--- src/rtl/rs232_tx_fifo_pkg.sv ---
// Shared rs232 definitions: byte width and the transmit-buffer read state encoding.
package rs232_tx_fifo_pkg;

   localparam int BYTE_W = 8;

   typedef enum logic [2:0] {
      IDLE      = 3'd0,
      LOAD      = 3'd1,
      SEND      = 3'd2,
      WAIT_BUSY = 3'd3,
      WAIT_DONE = 3'd4
   } tx_state_t;

endpackage

--- src/rtl/rs232_tx_fifo_sync_fifo_ram.sv ---
// Byte storage for the transmit buffer: synchronous write port, asynchronous read port.
module sync_fifo_ram
   import rs232_tx_fifo_pkg::*;
#(
   parameter int DEPTH  = 16,
   parameter int ADDR_W = 4
) (
   input  logic              clock,
   input  logic              wr_en,
   input  logic [ADDR_W-1:0] wr_addr,
   input  logic [BYTE_W-1:0] wr_data,
   input  logic [ADDR_W-1:0] rd_addr,
   output logic [BYTE_W-1:0] rd_data
);

   logic [BYTE_W-1:0] mem [DEPTH];

   always_ff @(posedge clock) begin
      if (wr_en) mem[wr_addr] <= wr_data;
   end

   assign rd_data = mem[rd_addr];

endmodule

--- src/rtl/rs232_tx_fifo.sv ---
// Transmit buffer ahead of RS232_TX: queues producer bytes and hands them over one
// at a time with the tx_vld pulse / tx_rdy status handshake.
//
//   state     | meaning
//   ----------+-----------------------------------------------------------------
//   IDLE      | waiting for a queued byte while the transmitter reports ready
//   LOAD      | pop head byte into transmit_data
//   SEND      | tx_vld pulse (one cycle)
//   WAIT_BUSY | waiting for tx_rdy to fall; gives up after BUSY_TO cycles
//   WAIT_DONE | transmitter busy; waiting for tx_rdy to return high
module rs232_tx_fifo
   import rs232_tx_fifo_pkg::*;
#(
   parameter int DEPTH   = 16,
   parameter int ADDR_W  = 4,
   parameter int BUSY_TO = 16
) (
   input  logic              clock,
   input  logic              reset,
   input  logic              wr_vld,
   input  logic [BYTE_W-1:0] wr_data,
   output logic              wr_full,
   output logic [ADDR_W:0]   level,
   output logic              overflow,
   input  logic              ovf_clr,
   output logic              tx_vld,
   output logic [BYTE_W-1:0] transmit_data,
   input  logic              tx_rdy
);

   localparam int CNT_W = $clog2(BUSY_TO + 1);

   tx_state_t         state;
   logic [ADDR_W-1:0] wr_ptr;
   logic [ADDR_W-1:0] rd_ptr;
   logic [CNT_W-1:0]  busy_cnt;
   logic [BYTE_W-1:0] rd_byte;
   logic [ADDR_W:0]   level_next;
   logic              wr_accept;
   logic              wr_drop;
   logic              pop;

   // Full decision uses the registered flag, so a pop in the same cycle never frees a slot early.
   assign wr_accept = wr_vld & ~wr_full;
   assign wr_drop   = wr_vld &  wr_full;
   assign pop       = (state == LOAD);

   always_comb begin
      level_next = level;
      if (wr_accept && !pop)      level_next = level + 1'b1;
      else if (!wr_accept && pop) level_next = level - 1'b1;
   end

   sync_fifo_ram #(
      .DEPTH  (DEPTH),
      .ADDR_W (ADDR_W)
   ) u_ram (
      .clock   (clock),
      .wr_en   (wr_accept),
      .wr_addr (wr_ptr),
      .wr_data (wr_data),
      .rd_addr (rd_ptr),
      .rd_data (rd_byte)
   );

   always_ff @(posedge clock or negedge reset) begin
      if (!reset) begin
         wr_ptr   <= '0;
         level    <= '0;
         wr_full  <= 1'b0;
         overflow <= 1'b0;
      end else begin
         if (wr_accept) wr_ptr <= wr_ptr + 1'b1;
         level   <= level_next;
         wr_full <= (level_next == (ADDR_W + 1)'(DEPTH));
         if (wr_drop)      overflow <= 1'b1;
         else if (ovf_clr) overflow <= 1'b0;
      end
   end

   always_ff @(posedge clock or negedge reset) begin
      if (!reset) begin
         state         <= IDLE;
         rd_ptr        <= '0;
         busy_cnt      <= '0;
         tx_vld        <= 1'b0;
         transmit_data <= '0;
      end else begin
         tx_vld <= 1'b0;
         case (state)
            IDLE: begin
               if (level != '0 && tx_rdy) state <= LOAD;
            end
            LOAD: begin
               transmit_data <= rd_byte;
               rd_ptr        <= rd_ptr + 1'b1;
               tx_vld        <= 1'b1;
               state         <= SEND;
            end
            SEND: begin
               busy_cnt <= '0;
               state    <= WAIT_BUSY;
            end
            WAIT_BUSY: begin
               // A transmitter that never reports busy must not stall the queue forever.
               if (!tx_rdy)                                  state <= WAIT_DONE;
               else if (busy_cnt == CNT_W'(BUSY_TO - 1))     state <= IDLE;
               else                                          busy_cnt <= busy_cnt + 1'b1;
            end
            WAIT_DONE: begin
               if (tx_rdy) state <= IDLE;
            end
            default: state <= IDLE;
         endcase
      end
   end

endmodule

--- config.mk ---
export PLATFORM = sky130hd
export DESIGN_NAME = rs232_tx_fifo
export DESIGN_NICKNAME = d
export VERILOG_FILES = /design/src/rtl/rs232_tx_fifo_pkg.sv /design/src/rtl/rs232_tx_fifo_sync_fifo_ram.sv /design/src/rtl/rs232_tx_fifo.sv
export SDC_FILE = /design/constraint.sdc
export NUM_CORES = 1
export LEC_CHECK = 0
export CAP_MARGIN = 10
export CORE_UTILIZATION = 30
export CTS_CLUSTER_DIAMETER = 30
export CTS_CLUSTER_SIZE = 40
export DETAILED_ROUTE_END_ITERATION = 10
export SETUP_SLACK_MARGIN = 0.3
export SYNTH_ARGS = -nofsm -noshare
export SYNTH_HDL_FRONTEND = slang
export SYNTH_SLANG_ARGS = --single-unit
--- constraint.sdc ---
create_clock -name clock -period 5.5 [get_ports clock]
set_input_delay 0.55 -clock clock [delete_from_list [all_inputs] [get_ports clock]]
set_output_delay 0.55 -clock clock [all_outputs]
set_load 0.005 [all_outputs]
==> results.py, run 1 <==
metrics = {
    "sta": {
        "post-route-period-util": 0.413,
        "max_freq_mhz": 440,
        "tns_ns": 0,
        "period_minus_slack_ns": 2.27,
        "rsz0062_at_grt": "no",
        "max_slew_margin": 0.473,
        "timing.final.hold_violations": 0,
        "clock-skew-final_ns": 0.00696,
        "worst_slew_pin_slew_ns": 0.791,
        "maxSlewViolCount": 0,
        "setup_viol": 0,
    },
    "logic_synthesis": {
        "ys_ff_latch": 160,
        "synth_cell_types": 43,
        "syn_area_um2": 6480,
        "syn_nets": 377,
        "yosysSeqAreaShare": 0.716,
        "synth_warnings": 0,
        "synthCells": 355,
        "synth_edf_count": 128,
        "synth_flop_cell": "edfxtp_1",
        "ys_async_sr_fraction": 0.200,
        "syn_area_per_cell_um2": 18.3,
    },
    "routing": {
        "drtAntennaViolNets": 0,
        "routed_wl_um": 12900,
        "routed_via_density": 4.74,
        "wl_per_cell_um": 19.1,
        "firstDrtPassIters": 4,
        "vias": 3208,
        "drc": 0,
        "first_iter_violations": 204,
    },
    "die": {
        "die_area_um2": 22200,
        "die_h_um": 149,
        "design.portCount": 29,
        "start_util": 0.307,
        "rows": 53,
        "core_area_um2": 21100,
        "die_w_um": 149,
    },
    "setup_path": {
        "r2r_setup_slack_ns": 3.23,
        "path_cells": "buf_4 -> mux4_2 -> mux2i_1 -> nor3_1 -> a221o_1",
        "crit_buf_inv": 1,
        "cp-start-kind": "flop",
        "worstPathRequired_ns": 5.80,
        "path_class": "flop to flop",
        "cp.arrival_ns": 2.57,
        "worstPathMaxFanout": 37,
        "worst_setup_path_end_kind": "flop",
        "crit_path_max_incr_delay_ns": 0.59,
        "cp_slowest_cell": "mux4_2",
        "critical-path-top-delay-family": "multiplexers",
    },
    "cells_and_area": {
        "fin_util": 0.363,
        "antenna_cells": 0,
        "drive_gt1_frac": 0.204,
        "multiInputGateArea_um2": 1710,
        "fin_nets": 411,
        "n_fill_cell": 1980,
        "register_area_um2": 4650,
        "syn_to_final_growth_pct": 18.0,
        "layout_common_cells": "edfxtp_1 (128), mux4_2 (31), dfrtp_1 (31)",
        "layout_commonest_cell": "edfxtp_1",
    },
    "clock_network": {
        "clock_path_buffers": 2,
        "cts_root_buffer": "clkbuf_16",
        "cts_setup_buffers": 0,
        "cts_resized": 0,
        "clock_latency_ns": 0.42,
        "hold_buffers": 0,
        "cts_tree": "yes",
        "clk_pin_slew_ns": 0.06,
        "numClockSinks": 160,
        "h-tree-depth": 4,
        "cts_inserted_buffers": 17,
    },
    "pwr": {
        "power-per-cell-area_nw_per_um2": 517,
        "total_leakage_power_nw": 2.59,
        "ir_worst_vdd_mv": 0.238,
    },
    "global_routing": {
        "antenna_found_initial": 0,
        "grtUsageTotal": 0.125,
        "grt_pass1_wl_um": 20000,
        "grt_pass1_vias": 3374,
        "grt_overflow": 0,
        "grt_max_degree": 38,
    },
    "placed_design": {
        "portBuffers": 28,
        "place.gp.congestion": 0.718,
        "hpwl_um": 8360,
    },
    "min_path": {
        "hp-class": "input pin to async pin",
    },
    "run_status": {
        "status": "completed",
    },
    "flow_run": {
        "maxCapViolCount": 0,
    },
}
==> worst reg2reg max path, delay by kind of cell (launching register included) <==
kind                   cells  cell delay, ns
multiplexers               2            0.86
buffers and inverters      1            0.55
flip-flops                 1            0.34
AO/OA/AOI/OAI              1            0.28
AND/OR/NAND/NOR            1            0.13
==> kinds of logic after synthesis <==
logic type                 after synthesis  synth area share
adders and majority gates                9            0.0174
muxes                                   47             0.134
AOI/OAI and AO/OA                       33            0.0369
DFF                                    160             0.716
and+or+nand+nor                         70            0.0614
buffers and inverters                   25            0.0191
xor gates and xnor gates                11            0.0149
==> through the flow <==
step / worst slack, ns / power (W) / std cells / hold slack [ns] / cell area, um2
floorplan: 3.63 / 0.00243 / 355 / 0.254 / 6480
global placement: 3.01 / 0.00277 / 645 / 0.467 / 7040
detailed placement: 2.99 / 0.00280 / 645 / 0.473 / 7040
CTS: 3.17 / 0.00401 / 677 / 0.240 / 7650
global route: 3.06 / 0.00416 / 677 / 0.280 / 7650
finish: 3.23 / 0.00396 / 677 / 0.218 / 7650
==> layout make-up <==
| class | instances | share of cell area |
|---|---|---|
| sequential | 160 | 0.607 |
| multi-input combinational | 170 | 0.224 |
| clock buffer | 18 | 0.0561 |
| tap | 275 | 0.0450 |
| timing repair buffer | 32 | 0.0399 |
| clock inverter | 14 | 0.0239 |
| inverter | 8 | 0.00392 |
==> where the power goes <==
| part | switching [W] | internal, W | leakage [nW] |
|---|---|---|---|
| sequential | 0.000127 | 0.00151 | 1.56 |
| clock | 0.000477 | 0.000722 | 0.293 |
| combinational | 0.000560 | 0.000558 | 0.743 |
==> routing by layer <==
layer | global-route usage | wire (um)
met2 | 0.209 | 6580
met1 | 0.164 | 5790
met3 | 0.0223 | 362
met5 | 0 | 0
met4 | 0.0459 | 173
==> synthesized netlist by cell type (8+ instances only) <==
library cell	instances	area share
dfrtp_1	32	0.12
ha_1	9	0.017
xnor2_1	10	0.014
nand2_1	14	0.0081
mux4_2	31	0.11
edfxtp_1	128	0.59
and2_1	18	0.017
nor3_1	9	0.0069
mux2i_1	8	0.012
mux2_2	8	0.014
o21ai_0	9	0.0069
==> state kept, by name, summed over array words and instances (netlist names) <==
name and flops:
wr_full 1, busy_cnt 5, level 5, wr_ptr 4, tx_vld 1, rd_ptr 4
transmit_data 8, state 3, u_ram.mem 128, overflow 1
==> worst paths after layout <==
check                                          endpoint                     from  depth (start not counted)
max in group asynchronous         rd_ptr[1]$_DFFE_PN0P_                    reset                          1
min                             busy_cnt[2]$_DFFE_PN0P_                    reset                          1
min in group clock              busy_cnt[4]$_DFFE_PN0P_  busy_cnt[4]$_DFFE_PN0P_                          2
min reg2reg                     busy_cnt[4]$_DFFE_PN0P_  busy_cnt[4]$_DFFE_PN0P_                          2
max                        transmit_data[5]$_DFFE_PN0P_    rd_ptr[1]$_DFFE_PN0P_                          5
max reg2reg                transmit_data[5]$_DFFE_PN0P_    rd_ptr[1]$_DFFE_PN0P_                          5
No activity file was read; power rests on OpenSTA's default activity.
==> run 2, diff against run 1 <==
==> constraint.sdc (replaced) <==
create_clock -name clock -period 2.2 [get_ports clock]
set_input_delay 0.22 -clock clock [delete_from_list [all_inputs] [get_ports clock]]
set_output_delay 0.22 -clock clock [all_outputs]
set_load 0.005 [all_outputs]
==> run 2 against run 1 <==
  * Fmax increased by 21%
  * Sequential power grew to 2.5 times the previous value
  * Global-route usage is 0.66 points higher
  * Hold slack improved by 0.14 ns
  * Routed wire length grew 3.8%
  * Die area stayed put
  * Count of clock-buffer cells in the layout up 3
  * Critical path type unchanged
  * Critical endpoint unchanged
  * Largest power group unchanged
  * Highest routed layer unchanged
==> results.py, run 2 (synthesis gave the netlist of run 1 again) <==
metrics = {
    "die": {
        "die_w_um": 149,
        "start_util": 0.307,
        "core_area_um2": 21100,
        "rows": 53,
        "design.portCount": 29,
        "die_area_um2": 22200,
        "die_h_um": 149,
    },
    "clock_network": {
        "cts_root_buffer": "clkbuf_16",
        "numClockSinks": 160,
        "clock_path_buffers": 2,
        "cts_tree": "yes",
        "cts_inserted_buffers": 17,
        "h-tree-depth": 4,
        "clock_latency_ns": 0.43,
        "clk_pin_slew_ns": 0.06,
    },
    "setup_path": {
        "crit_buf_inv": 1,
        "cp.arrival_ns": 2.19,
        "critical-path-top-delay-family": "multiplexers",
        "reg2reg_depth": 4,
        "worst_setup_path_end_kind": "flop",
        "cp_slowest_cell": "mux4_2",
        "crit_path_max_incr_delay_ns": 0.54,
        "worstPathMaxFanout": 11,
        "cp.depth": 4,
        "cp-start-kind": "flop",
        "path_class": "flop to flop",
        "path_cells": "buf_6 -> mux4_2 -> mux2_2 -> a221o_1",
        "worstPathRequired_ns": 2.51,
    },
    "cells_and_area": {
        "register_area_um2": 4650,
        "antenna_cells": 0,
        "design_area_um2": 7950,
        "n_fill_cell": 1933,
        "syn_to_final_growth_pct": 22.6,
        "drive_gt1_frac": 0.245,
        "fin_nets": 430,
        "layout_commonest_cell": "edfxtp_1",
        "layout_common_cells": "edfxtp_1 (128), mux4_2 (31), dfrtp_1 (30)",
        "largest_reg_flops": 128,
        "largest_register": "u_ram.mem",
        "multiInputGateArea_um2": 1720,
        "largestRegisters": "u_ram.mem: 128 flops, transmit_data: 8 flops",
        "fin_util": 0.377,
    },
    "global_routing": {
        "grt_max_degree": 35,
        "grt_pass1_wl_um": 21100,
        "grt_pass1_vias": 3507,
        "antenna_found_initial": 0,
        "grt_overflow": 0,
        "grtUsageTotal": 0.132,
    },
    "sta": {
        "maxSlewViolCount": 0,
        "max_freq_mhz": 532,
        "worst_slew_pin_slew_ns": 0.795,
        "tns_ns": 0,
        "clock-skew-final_ns": 0.0157,
        "period_minus_slack_ns": 1.88,
        "setup_viol": 0,
        "max_slew_margin": 0.470,
        "rsz0062_at_grt": "yes",
        "post-route-period-util": 0.855,
        "timing.final.hold_violations": 0,
    },
    "routing": {
        "vias": 3242,
        "routed_via_density": 4.66,
        "firstDrtPassIters": 4,
        "first_iter_violations": 198,
        "wl_per_cell_um": 19.3,
        "routed_wl_um": 13400,
        "drc": 0,
        "drtAntennaViolNets": 0,
    },
    "pwr": {
        "power-per-cell-area_nw_per_um2": 1330,
        "ir_worst_vdd_mv": 0.602,
        "total_leakage_power_nw": 2.74,
    },
    "flow_run": {
        "maxCapViolCount": 0,
    },
    "run_status": {
        "status": "completed",
    },
    "placed_design": {
        "place_area_um2": 7150,
        "hpwl_um": 8680,
        "portBuffers": 28,
        "place.gp.congestion": 0.744,
    },
    "min_path": {
        "hold_depth": 2,
        "hp-class": "input pin to flop",
    },
}
==> run 2: cell types whose count changed in the layout (fill, tap and decap cells not counted), sizes merged <==
cell         change
clkinvlp         -1
dlygate4sd3      +1
clkbuf           +4
clkinv           -4
buf             +17
bufinv           +2
==> run 2: area by class of cell <==
cell class | count | share of cell area
Sequential cell | 160 | 0.585
Tap cell | 275 | 0.0433
Clock inverter | 11 | 0.0254
Multi-Input combinational cell | 170 | 0.217
Inverter | 8 | 0.00409
Clock buffer | 21 | 0.0592
Timing Repair Buffer | 51 | 0.0666
==> run 2: power breakdown <==
| group | total [W] | switching, W | leakage, nW | internal [W] |
|---|---|---|---|---|
| Combinational | 0.00311 | 0.00145 | 0.860 | 0.00166 |
| Sequential | 0.00413 | 0.000347 | 1.55 | 0.00378 |
| Clock | 0.00330 | 0.00118 | 0.325 | 0.00212 |
==> run 2: worst reg2reg max path: stages, from the launching register on <==
cell and delay [ns]:
dfrtp_2 0.43, buf_6 0.21, mux4_2 0.54, mux2_2 0.27, a221o_1 0.32
==> run 2: timing repair <==
item                       CTS  global route
resized for setup            4             3
cloned                       1             1
pin swaps                    0             1
hold endpoints to repair    32             0
hold buffers                 1             0
buffers inserted             3             2
setup endpoints to repair    7            10
==> run 2: stage by stage <==
step	setup WS, ns	hold WS (ns)	total power [W]	std cells
detailed placement	0.119	0.345	0.00713	656
global route	0.247	0.373	0.0110	696
floorplan	0.327	-0.0756	0.00607	355
global placement	0.138	0.339	0.00706	656
CTS	0.292	0.351	0.0106	693
finish	0.319	0.358	0.0105	696
==> run 2: routing by layer <==
metal  up-vias  GRT usage  share of wire
li1       1499          -              -
met1      1664      0.167           0.42
met2        59      0.220           0.52
met3        20     0.0260          0.036
met4         0     0.0571          0.019
met5         -          0              0
==> run 2: final timing paths <==
path	startpoint	to	slack, ns
worst max-delay path	rd_ptr[1]$_DFFE_PN0P_	transmit_data[5]$_DFFE_PN0P_	0.32
worst min-delay path	ovf_clr	overflow$_DFFE_PN0P_	0.36
worst max register to register	rd_ptr[1]$_DFFE_PN0P_	transmit_data[5]$_DFFE_PN0P_	0.32
worst min register to register	busy_cnt[4]$_DFFE_PN0P_	busy_cnt[4]$_DFFE_PN0P_	0.49
max in group asynchronous	reset	rd_ptr[1]$_DFFE_PN0P_	1.23
min in group asynchronous	reset	busy_cnt[3]$_DFFE_PN0P_	0.42
